$ cat src/rtl/dmem_arb_pkg.sv
// dmem_arb_pkg
//   Shared types and defaults for the data-memory arbiter.
//   - arb_state_e : arbiter FSM state, records the last granted port
//   - rd_owner_e  : which port owns the read returning next cycle
//   - ADDR_W_DEF / DATA_W_DEF : default word-address and data widths
package dmem_arb_pkg;

   localparam int unsigned ADDR_W_DEF = 15;
   localparam int unsigned DATA_W_DEF = 32;

   typedef enum logic [1:0] {
      ST_IDLE     = 2'd0,
      ST_CPU_OWN  = 2'd1,
      ST_EXT_OWN  = 2'd2,
      ST_EXT_LOCK = 2'd3
   } arb_state_e;

   typedef enum logic [1:0] {
      OWN_NONE = 2'd0,
      OWN_CPU  = 2'd1,
      OWN_EXT  = 2'd2
   } rd_owner_e;

endpackage

$ cat src/rtl/dmem_arb_starve_ctr.sv
// dmem_arb_starve_ctr
//   Saturating count of consecutive external-port denials.
//   Ports:
//     clk, rst_n : clock, asynchronous active-low reset
//     inc        : ext requested but was denied this cycle
//     clr        : ext granted this cycle (takes precedence over inc)
//     at_max     : count has reached MAX
module dmem_arb_starve_ctr
   import dmem_arb_pkg::*;
#(
   parameter int unsigned MAX = 4
) (
   input  logic clk,
   input  logic rst_n,
   input  logic inc,
   input  logic clr,
   output logic at_max
);

   localparam int unsigned   CW    = $clog2(MAX + 1);
   localparam logic [CW-1:0] MAX_V = CW'(MAX);

   logic [CW-1:0] cnt_q, cnt_d;

   always_comb begin
      cnt_d = cnt_q;
      if (clr) begin
         cnt_d = '0;
      end else if (inc && (cnt_q != MAX_V)) begin
         cnt_d = cnt_q + 1'b1;
      end
   end

   always_ff @(posedge clk or negedge rst_n) begin
      if (!rst_n) begin
         cnt_q <= '0;
      end else begin
         cnt_q <= cnt_d;
      end
   end

   assign at_max = (cnt_q == MAX_V);

endmodule

$ cat src/rtl/dmem_arbiter.sv
// dmem_arbiter
//   Two-port arbiter (CPU MEM stage vs. external loader/DMA) in front of a
//   single-port synchronous data memory. One command per cycle; a read
//   returns on the granted port one cycle later.
//   Ports:
//     clk, rst_n                         : clock, asynchronous active-low reset
//     cpu_req/we/addr/wdata              : CPU command, held until cpu_gnt
//     cpu_gnt, cpu_stall                 : CPU issue / stall
//     cpu_rvalid, cpu_rdata              : CPU read return
//     ext_req/we/lock/addr/wdata         : external command, lock holds the bus
//     ext_gnt, ext_rvalid, ext_rdata     : external grant / read return
//     mem_re/we/addr/wdata, mem_rdata    : memory port (rdata one cycle after re)
//   Configuration macro DMEM_ARB_RR_EN: round-robin on simultaneous requests
//   instead of CPU priority with starvation guard.
module dmem_arbiter
   import dmem_arb_pkg::*;
#(
   parameter int unsigned ADDR_W     = ADDR_W_DEF,
   parameter int unsigned DATA_W     = DATA_W_DEF,
   parameter int unsigned STARVE_MAX = 4
) (
   input  logic              clk,
   input  logic              rst_n,
   input  logic              cpu_req,
   input  logic              cpu_we,
   input  logic [ADDR_W-1:0] cpu_addr,
   input  logic [DATA_W-1:0] cpu_wdata,
   output logic              cpu_gnt,
   output logic              cpu_stall,
   output logic              cpu_rvalid,
   output logic [DATA_W-1:0] cpu_rdata,
   input  logic              ext_req,
   input  logic              ext_we,
   input  logic              ext_lock,
   input  logic [ADDR_W-1:0] ext_addr,
   input  logic [DATA_W-1:0] ext_wdata,
   output logic              ext_gnt,
   output logic              ext_rvalid,
   output logic [DATA_W-1:0] ext_rdata,
   output logic              mem_re,
   output logic              mem_we,
   output logic [ADDR_W-1:0] mem_addr,
   output logic [DATA_W-1:0] mem_wdata,
   input  logic [DATA_W-1:0] mem_rdata
);

   arb_state_e        state_q, state_d;
   rd_owner_e         rd_owner_q, rd_owner_d;
   logic [DATA_W-1:0] cpu_rdata_q, cpu_rdata_d;
   logic [DATA_W-1:0] ext_rdata_q, ext_rdata_d;
   logic              cpu_win, ext_win;
   logic              ext_wins_tie;

`ifdef DMEM_ARB_RR_EN
   // Ext takes a tie only if the CPU had the previous grant; IDLE and
   // EXT_OWN both favour the CPU, so arbitration starts with the CPU.
   assign ext_wins_tie = (state_q == ST_CPU_OWN);
`else
   dmem_arb_starve_ctr #(
      .MAX (STARVE_MAX)
   ) u_starve_ctr (
      .clk    (clk),
      .rst_n  (rst_n),
      .inc    (ext_req & ~ext_win),
      .clr    (ext_win),
      .at_max (ext_wins_tie)
   );
`endif

   // Arbitration is kept ungated for the state logic (flops are held in
   // reset anyway); rst_n only masks the externally visible strobes so
   // the async reset net never reaches a flop D input.
   always_comb begin
      cpu_win = 1'b0;
      ext_win = 1'b0;
      if (state_q == ST_EXT_LOCK) begin
         ext_win = ext_req;
      end else if (cpu_req && ext_req) begin
         ext_win = ext_wins_tie;
         cpu_win = ~ext_wins_tie;
      end else begin
         cpu_win = cpu_req;
         ext_win = ext_req;
      end
   end

   always_comb begin
      cpu_gnt   = cpu_win & rst_n;
      ext_gnt   = ext_win & rst_n;
      cpu_stall = cpu_req & ~cpu_gnt;
      mem_re    = (cpu_gnt & ~cpu_we) | (ext_gnt & ~ext_we);
      mem_we    = (cpu_gnt & cpu_we) | (ext_gnt & ext_we);
      mem_addr  = '0;
      mem_wdata = '0;
      if (cpu_gnt) begin
         mem_addr  = cpu_addr;
         mem_wdata = cpu_wdata;
      end else if (ext_gnt) begin
         mem_addr  = ext_addr;
         mem_wdata = ext_wdata;
      end
   end

   always_comb begin
      state_d = state_q;
      if (ext_win) begin
         state_d = ext_lock ? ST_EXT_LOCK : ST_EXT_OWN;
      end else if (cpu_win) begin
         state_d = ST_CPU_OWN;
      end else if ((state_q == ST_EXT_LOCK) && !ext_lock) begin
         state_d = ST_EXT_OWN;
      end
   end

   always_comb begin
      rd_owner_d = OWN_NONE;
      if (cpu_win && !cpu_we) begin
         rd_owner_d = OWN_CPU;
      end else if (ext_win && !ext_we) begin
         rd_owner_d = OWN_EXT;
      end
   end

   // Each port's rdata shows memory data in its return cycle and holds it
   // afterwards, so a write issued in that cycle cannot disturb it.
   always_comb begin
      cpu_rdata_d = cpu_rdata_q;
      ext_rdata_d = ext_rdata_q;
      if (rd_owner_q == OWN_CPU) begin
         cpu_rdata_d = mem_rdata;
      end
      if (rd_owner_q == OWN_EXT) begin
         ext_rdata_d = mem_rdata;
      end
      cpu_rvalid = (rd_owner_q == OWN_CPU);
      ext_rvalid = (rd_owner_q == OWN_EXT);
      cpu_rdata  = cpu_rdata_d;
      ext_rdata  = ext_rdata_d;
   end

   always_ff @(posedge clk or negedge rst_n) begin
      if (!rst_n) begin
         state_q     <= ST_IDLE;
         rd_owner_q  <= OWN_NONE;
         cpu_rdata_q <= '0;
         ext_rdata_q <= '0;
      end else begin
         state_q     <= state_d;
         rd_owner_q  <= rd_owner_d;
         cpu_rdata_q <= cpu_rdata_d;
         ext_rdata_q <= ext_rdata_d;
      end
   end

endmodule

$ cat config.mk
export PLATFORM = sky130hd
export DESIGN_NAME = dmem_arbiter
export DESIGN_NICKNAME = d
export VERILOG_FILES = /design/src/rtl/dmem_arb_pkg.sv /design/src/rtl/dmem_arb_starve_ctr.sv /design/src/rtl/dmem_arbiter.sv
export SDC_FILE = /design/constraint.sdc
export NUM_CORES = 1
export LEC_CHECK = 0
export CAP_MARGIN = 40
export CELL_PAD_IN_SITES_DETAIL_PLACEMENT = 0
export CELL_PAD_IN_SITES_GLOBAL_PLACEMENT = 1
export CORE_ASPECT_RATIO = 1.4
export CORE_UTILIZATION = 25
export CTS_CLUSTER_SIZE = 14
export DETAILED_ROUTE_END_ITERATION = 8
export GPL_TIMING_DRIVEN = 0
export PLACE_DENSITY_LB_ADDON = 0.1
export REMOVE_ABC_BUFFERS = 1
export SKIP_CTS_REPAIR_TIMING = 1
export SYNTH_ARGS = -nofsm -noshare
export SYNTH_HDL_FRONTEND = slang
export SYNTH_HIERARCHICAL = 1
export SYNTH_SLANG_ARGS = --single-unit
export TNS_END_PERCENT = 50
$ cat constraint.sdc
create_clock -name clk -period 2.25 [get_ports clk]
set_input_delay 0.225 -clock clk [delete_from_list [all_inputs] [get_ports clk]]
set_output_delay 0.225 -clock clk [all_outputs]
set_load 0.005 [all_outputs]
Yosys cells after proc, flatten, opt, wreduce, memory -nomap -nowiden
Cells that the tools add are included.

Memories kept: 0. Latch bits: 0. Output and inout bits: 118. ROM bits: 0. Flip-flop bits (word level): 71. Input port bits: 133. Logic and storage cells: 54. Bits in writable memories: 0.

Bitwise gates (word level): 15. Multiply operators: 0. Eq/ne operators: 5. Muxes and demuxes: 18. Shifts and indexed selects: 0. Add/sub/neg operators: 1. Divide/modulo/power cells: 0. Order comparisons: 0. Reductions and logical operators: 10.

Operators by type and width (number): 2-to-1 mux 32 bit (4); 2-to-1 mux 15 bit (2); 2-to-1 mux 2 bit (5); bitwise AND 1 bit (8); 2-to-1 mux 3 bit (2); logical AND 1 bit (5); 2-to-1 mux 1 bit (5); inverter 1 bit (5); == test 2 bit, second input constant (2); adder 3 x 1 -> 3 bit, second input constant (1); == test 3 bit, second input constant (1); logical NOT 1 bit (3); inequality test 3 bit, second input constant (1); nonzero test 3 bit (1); == test 2 x 1 -> 1 bit, second input constant (1); bitwise OR 1 bit (2); nonzero test 2 bit (1).

Logic depth before layout (Yosys ltp)
Word-level depth: 8. Depth in mapped cells: 8. Gate-level depth less buffers: 7.

Modules after synthesis
The synthesis kept the hierarchy.

By module, submodules not included: dmem_arbiter (cells each 223, times used 1, area an instance 3170.5 um^2, seq. area each 1701.6 um^2); dmem_arb_starve_ctr (cells each 18, times used 1, area an instance 197.7 um^2, seq. area each 75.1 um^2).

Least setup slack after synthesis
OpenSTA, ideal clock, no wires.

Path type: register to output. From: register u_starve_ctr.cnt_q[0]. To: output port mem_addr[0]. Path buffers: 2. Required time: 2025 ps. Cell stages (with the launch flop): 9. Path slack: 458 ps. Data arrival time: 1567 ps. Path through: dfrtp_1 inv_1 ha_1 and2_1 a22oi_2 and3_1 buf_6 buf_6 a22o_1.

Word-level cells in the longest chain between the ends: 6. Elaborated cells on any way between the ends: 10. Those cells by class: eq/ne (1); mux (6); bitwise (3).

Ends and longest elaborated chain: start: declaration (line dmem_arb_starve_ctr.sv:23) `logic [CW-1:0] cnt_q, cnt_d;`; start signal: assignment (line dmem_arb_starve_ctr.sv:38) `cnt_q <= cnt_d;`; == test 3 bit (line dmem_arb_starve_ctr.sv:42) `assign at_max = (cnt_q == MAX_V);`; named net ext_wins_tie (line dmem_arbiter.sv:52) `logic ext_wins_tie;`; inverter 1 bit (line dmem_arbiter.sv:80) `cpu_win = ~ext_wins_tie;`; 2-to-1 mux 1 bit (line dmem_arbiter.sv:78) `end else if (cpu_req && ext_req) begin`; 2-to-1 mux 1 bit (line dmem_arbiter.sv:76) `if (state_q == ST_EXT_LOCK) begin`; bitwise AND 1 bit (line dmem_arbiter.sv:88) `cpu_gnt = cpu_win & rst_n;`; named net cpu_gnt (line dmem_arbiter.sv:28) `output logic cpu_gnt,`; 2-to-1 mux 15 bit (line dmem_arbiter.sv:95) `if (cpu_gnt) begin`; end: declaration (line dmem_arbiter.sv:42) `output logic [ADDR_W-1:0] mem_addr,`.

The timed path passes the listed nets, and every way through them passes these cells.

Final worst setup path
From: register u_starve_ctr.cnt_q[0]. To: output port mem_wdata[25].

Word-level cells in the longest chain between the ends: 6. Elaborated cells on any way between the ends: 10. Those cells by class: eq/ne (1); mux (6); bitwise (3).

Ends and longest elaborated chain: == test 3 bit * (line dmem_arb_starve_ctr.sv:42); named net ext_wins_tie (line dmem_arbiter.sv:52); 2-to-1 mux 1 bit / inverter 1 bit (equally long branches) (line dmem_arbiter.sv:78, dmem_arbiter.sv:80); 2-to-1 mux 1 bit, on equally long branches (line dmem_arbiter.sv:76, dmem_arbiter.sv:78); bitwise AND 1 bit / 2-to-1 mux 1 bit (equally long branches) (line dmem_arbiter.sv:89, dmem_arbiter.sv:76); 2-to-1 mux 32 bit / bitwise AND 1 bit (equally long branches) (line dmem_arbiter.sv:98, dmem_arbiter.sv:88); 2-to-1 mux 32 bit * (line dmem_arbiter.sv:95); end: declaration (line dmem_arbiter.sv:43) `output logic [DATA_W-1:0] mem_wdata,`.

The timed path passes the listed nets; every way through them passes the cells marked *.

==> flow_metrics.tcl <==
set metrics [dict create \
    tritoncts "built" \
    syn_avg_cell_area_sq_um 14.0 \
    critical_path.max_fanout 6 \
    port_buffers 250 \
    vdd_ir_drop_max_mv 0.371 \
    grt_max_degree 66 \
    nature_of_the_critical_path_startpoint "flop" \
    top_achievable_clock_speed_mhz 417 \
    timing_worst_slew_pin_value_ns 0.377 \
    placement_rows 49 \
    holdWs_ns -0.109 \
    slew-limit-headroom 0.748 \
    fin_worst_skew_ns 0.00369 \
    p_total_mw 5.43 \
    crit_required_ns 2.03 \
    initial_utilization 0.259 \
    yosysUniqueCellTypes 31 \
    violations_in_the_final_reports "hold timing, setup timing" \
    area_growth_syn_to_layout_pct 103 \
    cellInternalPower_mw 4.03 \
    clk_path_buf_depth 2 \
    yosysTopAreaCellShare 0.527 \
    cts.sinks 71 \
    setup.reg_to_reg.worst_slack_ns 0.34 \
    post_synthesis_cell_count 241 \
    leakagePower_nw 3.33 \
    grt.overflow.total 0 \
    drt_iter0_markers 27 \
    timing.final.crit_share 1.07 \
    drc 0 \
    wl_per_cell_um 18.3 \
    seq_area_frac_synth 0.527 \
    global_route.usage.total 0.167 \
    mostFrequentLayoutCells "clkdlybuf4s50_1, dfrtp_1, a22o_1, dlymetal6s2s_1, mux2_1" \
    critical_path_arrival_ns 2.17 \
    number_of_i_o_pins 251 \
    cts_root_buffer "clkbuf_16" \
    routed_wl_um 12900 \
    pins_over_their_slew_limit 0 \
    cts_made_buffers 9 \
    core_area_sq_um 13000 \
    ys_ff_latch 71 \
    first_global_vias 3294 \
    ys.warnings.count 6 \
    net-switching-power_mw 1.40 \
    grt_first_pass_wirelength_um 17500 \
    power-per-cell-area_nw_per_um2 793 \
    clkSlewWorstSetupHoldPaths_ns 0.06 \
    chipHeight_um 139 \
    detailedPlacementHpwl_um 9210 \
    syn_area_sq_um 3370 \
    rsz0062_at_grt "true" \
    share_seq_of_total_power 0.328 \
    clock_tree.htree_level_count 3 \
    setup_slack_ns -0.148 \
    vias 3167 \
    final_period_minus_worst_setup_slack_ns 2.40 \
    place_congestion 0.752 \
    design.final.nets 659 \
    power_frac_comb 0.404 \
    run_status "complete, but fails checks" \
    area_of_the_die_sq_um 13900 \
    critPathCaptureType "output port" \
    number_of_antenna_violations_at_the_first_check_in_global_routing 1 \
    cap_viol_max_count 0 \
    drt_pass1_iterations 4 \
    setup_viol 45 \
    die_w_um 100 \
    timing.setup.critical_path_class "reg2out" \
    p_clk_frac 0.268 \
    leading_post_synthesis_cells_by_cell_area "dfrtp_1, mux2_1, a22o_1, mux2_2, buf_6" \
    postRouteAntennaNets 0 \
    worst_hold_path_type "in2async" \
    synth_top_area_cell "dfrtp_1" \
    timing.final.hold_violations 63 \
    swShare 0.257 \
    vias_per_cell 4.47 \
    clkLatencyLatePin_ns 0.33 \
    mostFrequentLayoutCell "clkdlybuf4s50_1" \
    drive_gt1_frac 0.278 \
]
-- cells in the mapped netlist (all sizes together) --
cell and n:
o22a 1, nand2b 3, and3 1, a21boi 2
mux2 66, mux2i 1, a22oi 1, nor2 4
a21bo 1, and4b 1, nor2b 3, ha 2
dfrtp 71, o21ai 1, buf 17, a211oi 1
nor3 2, a22o 48, inv 8, a211o 1
a21oi 2, and2 1, clkbuf 2, nand3b 1
-- through the flow --
stage,worst slack [ns],instance area (sq um),util,TNS [ns],std cells
CTS,-1.01,6370,0.490,-48.08,672
finish,-0.148,6850,0.527,-3.84,708
detailed placement,-0.682,6060,0.466,-24.53,656
global placement,-3.98,5930,0.457,-436.70,650
global route,-0.249,6850,0.527,-9.20,708
floorplan,-0.348,3210,-,-31.41,222
-- power groups by stage --
| stage | Sequential [mW] | Combinational [mW] | Clock (mW) |
|---|---|---|---|
| 2_1_floorplan | 1.77 | 0.695 | 0 |
| 3_3_place_gp | 1.79 | 2.05 | 0 |
| 3_5_place_dp | 1.80 | 2.11 | 0 |
| 4_1_cts | 1.78 | 2.12 | 1.49 |
| 5_1_grt | 1.82 | 2.36 | 1.56 |
| 6_report | 1.78 | 2.19 | 1.45 |
-- path summary, 6_finish.rpt --
kind,startpoint,end,cells past startpoint
setup / recovery,u_starve_ctr/cnt_q[0],mem_wdata[25],9
hold / removal,rst_n,cpu_rdata_q[13],2
setup reg to reg,u_starve_ctr/cnt_q[0],u_starve_ctr/cnt_q[0],7
hold reg to reg,cpu_rdata_q[4],cpu_rdata_q[4],1
max in group asynchronous,rst_n,ext_rdata_q[0],2
min in group clk,cpu_rdata_q[4],cpu_rdata_q[4],1
-- cells by family after synthesis --
| family | after synthesis | share of synthesized area |
|---|---|---|
| compound gates | 58 | 0.155 |
| fa+ha+maj | 2 | 0.00743 |
| buf+inv | 27 | 0.0561 |
| flops | 71 | 0.527 |
| mux | 67 | 0.225 |
| simple gates | 16 | 0.0297 |
-- metal layers --
metal  part of all wire  global-route usage  vias to the layer above
met4              0.022              0.0763                        0
met2               0.55               0.302                      177
met5                  0                   0                        -
li1                   -                   -                     1468
met3              0.075              0.0497                       17
met1               0.35               0.176                     1505
-- worst max-delay path: stages (launching register included) --
cell and delay (ns):
dfrtp_1 0.40, inv_2 0.06, ha_4 0.16, and2_4 0.17
a22oi_2 0.19, and3_4 0.29, buf_6 0.13, clkbuf_16 0.13
a22o_1 0.16, buf_2 0.15
-- flip-flops by register name (all words and copies together) (netlist names) --
register and count:
state_q 2, ext_rdata_q 32, u_starve_ctr/cnt_q 3, cpu_rdata_q 32
rd_owner_q 2
-- area by class of cell --
type / count / area [sq um]
diodes: 1 / 2.50
clock buffers: 11 / 253
clock inverters: 5 / 56.3
fillers: 1177 / 6150
inverters: 8 / 30.0
multi-input cells: 143 / 1450
flip-flops and latches: 71 / 1780
well taps: 178 / 223
repair buffers: 291 / 3050
(Power assumes the default switching activity.)
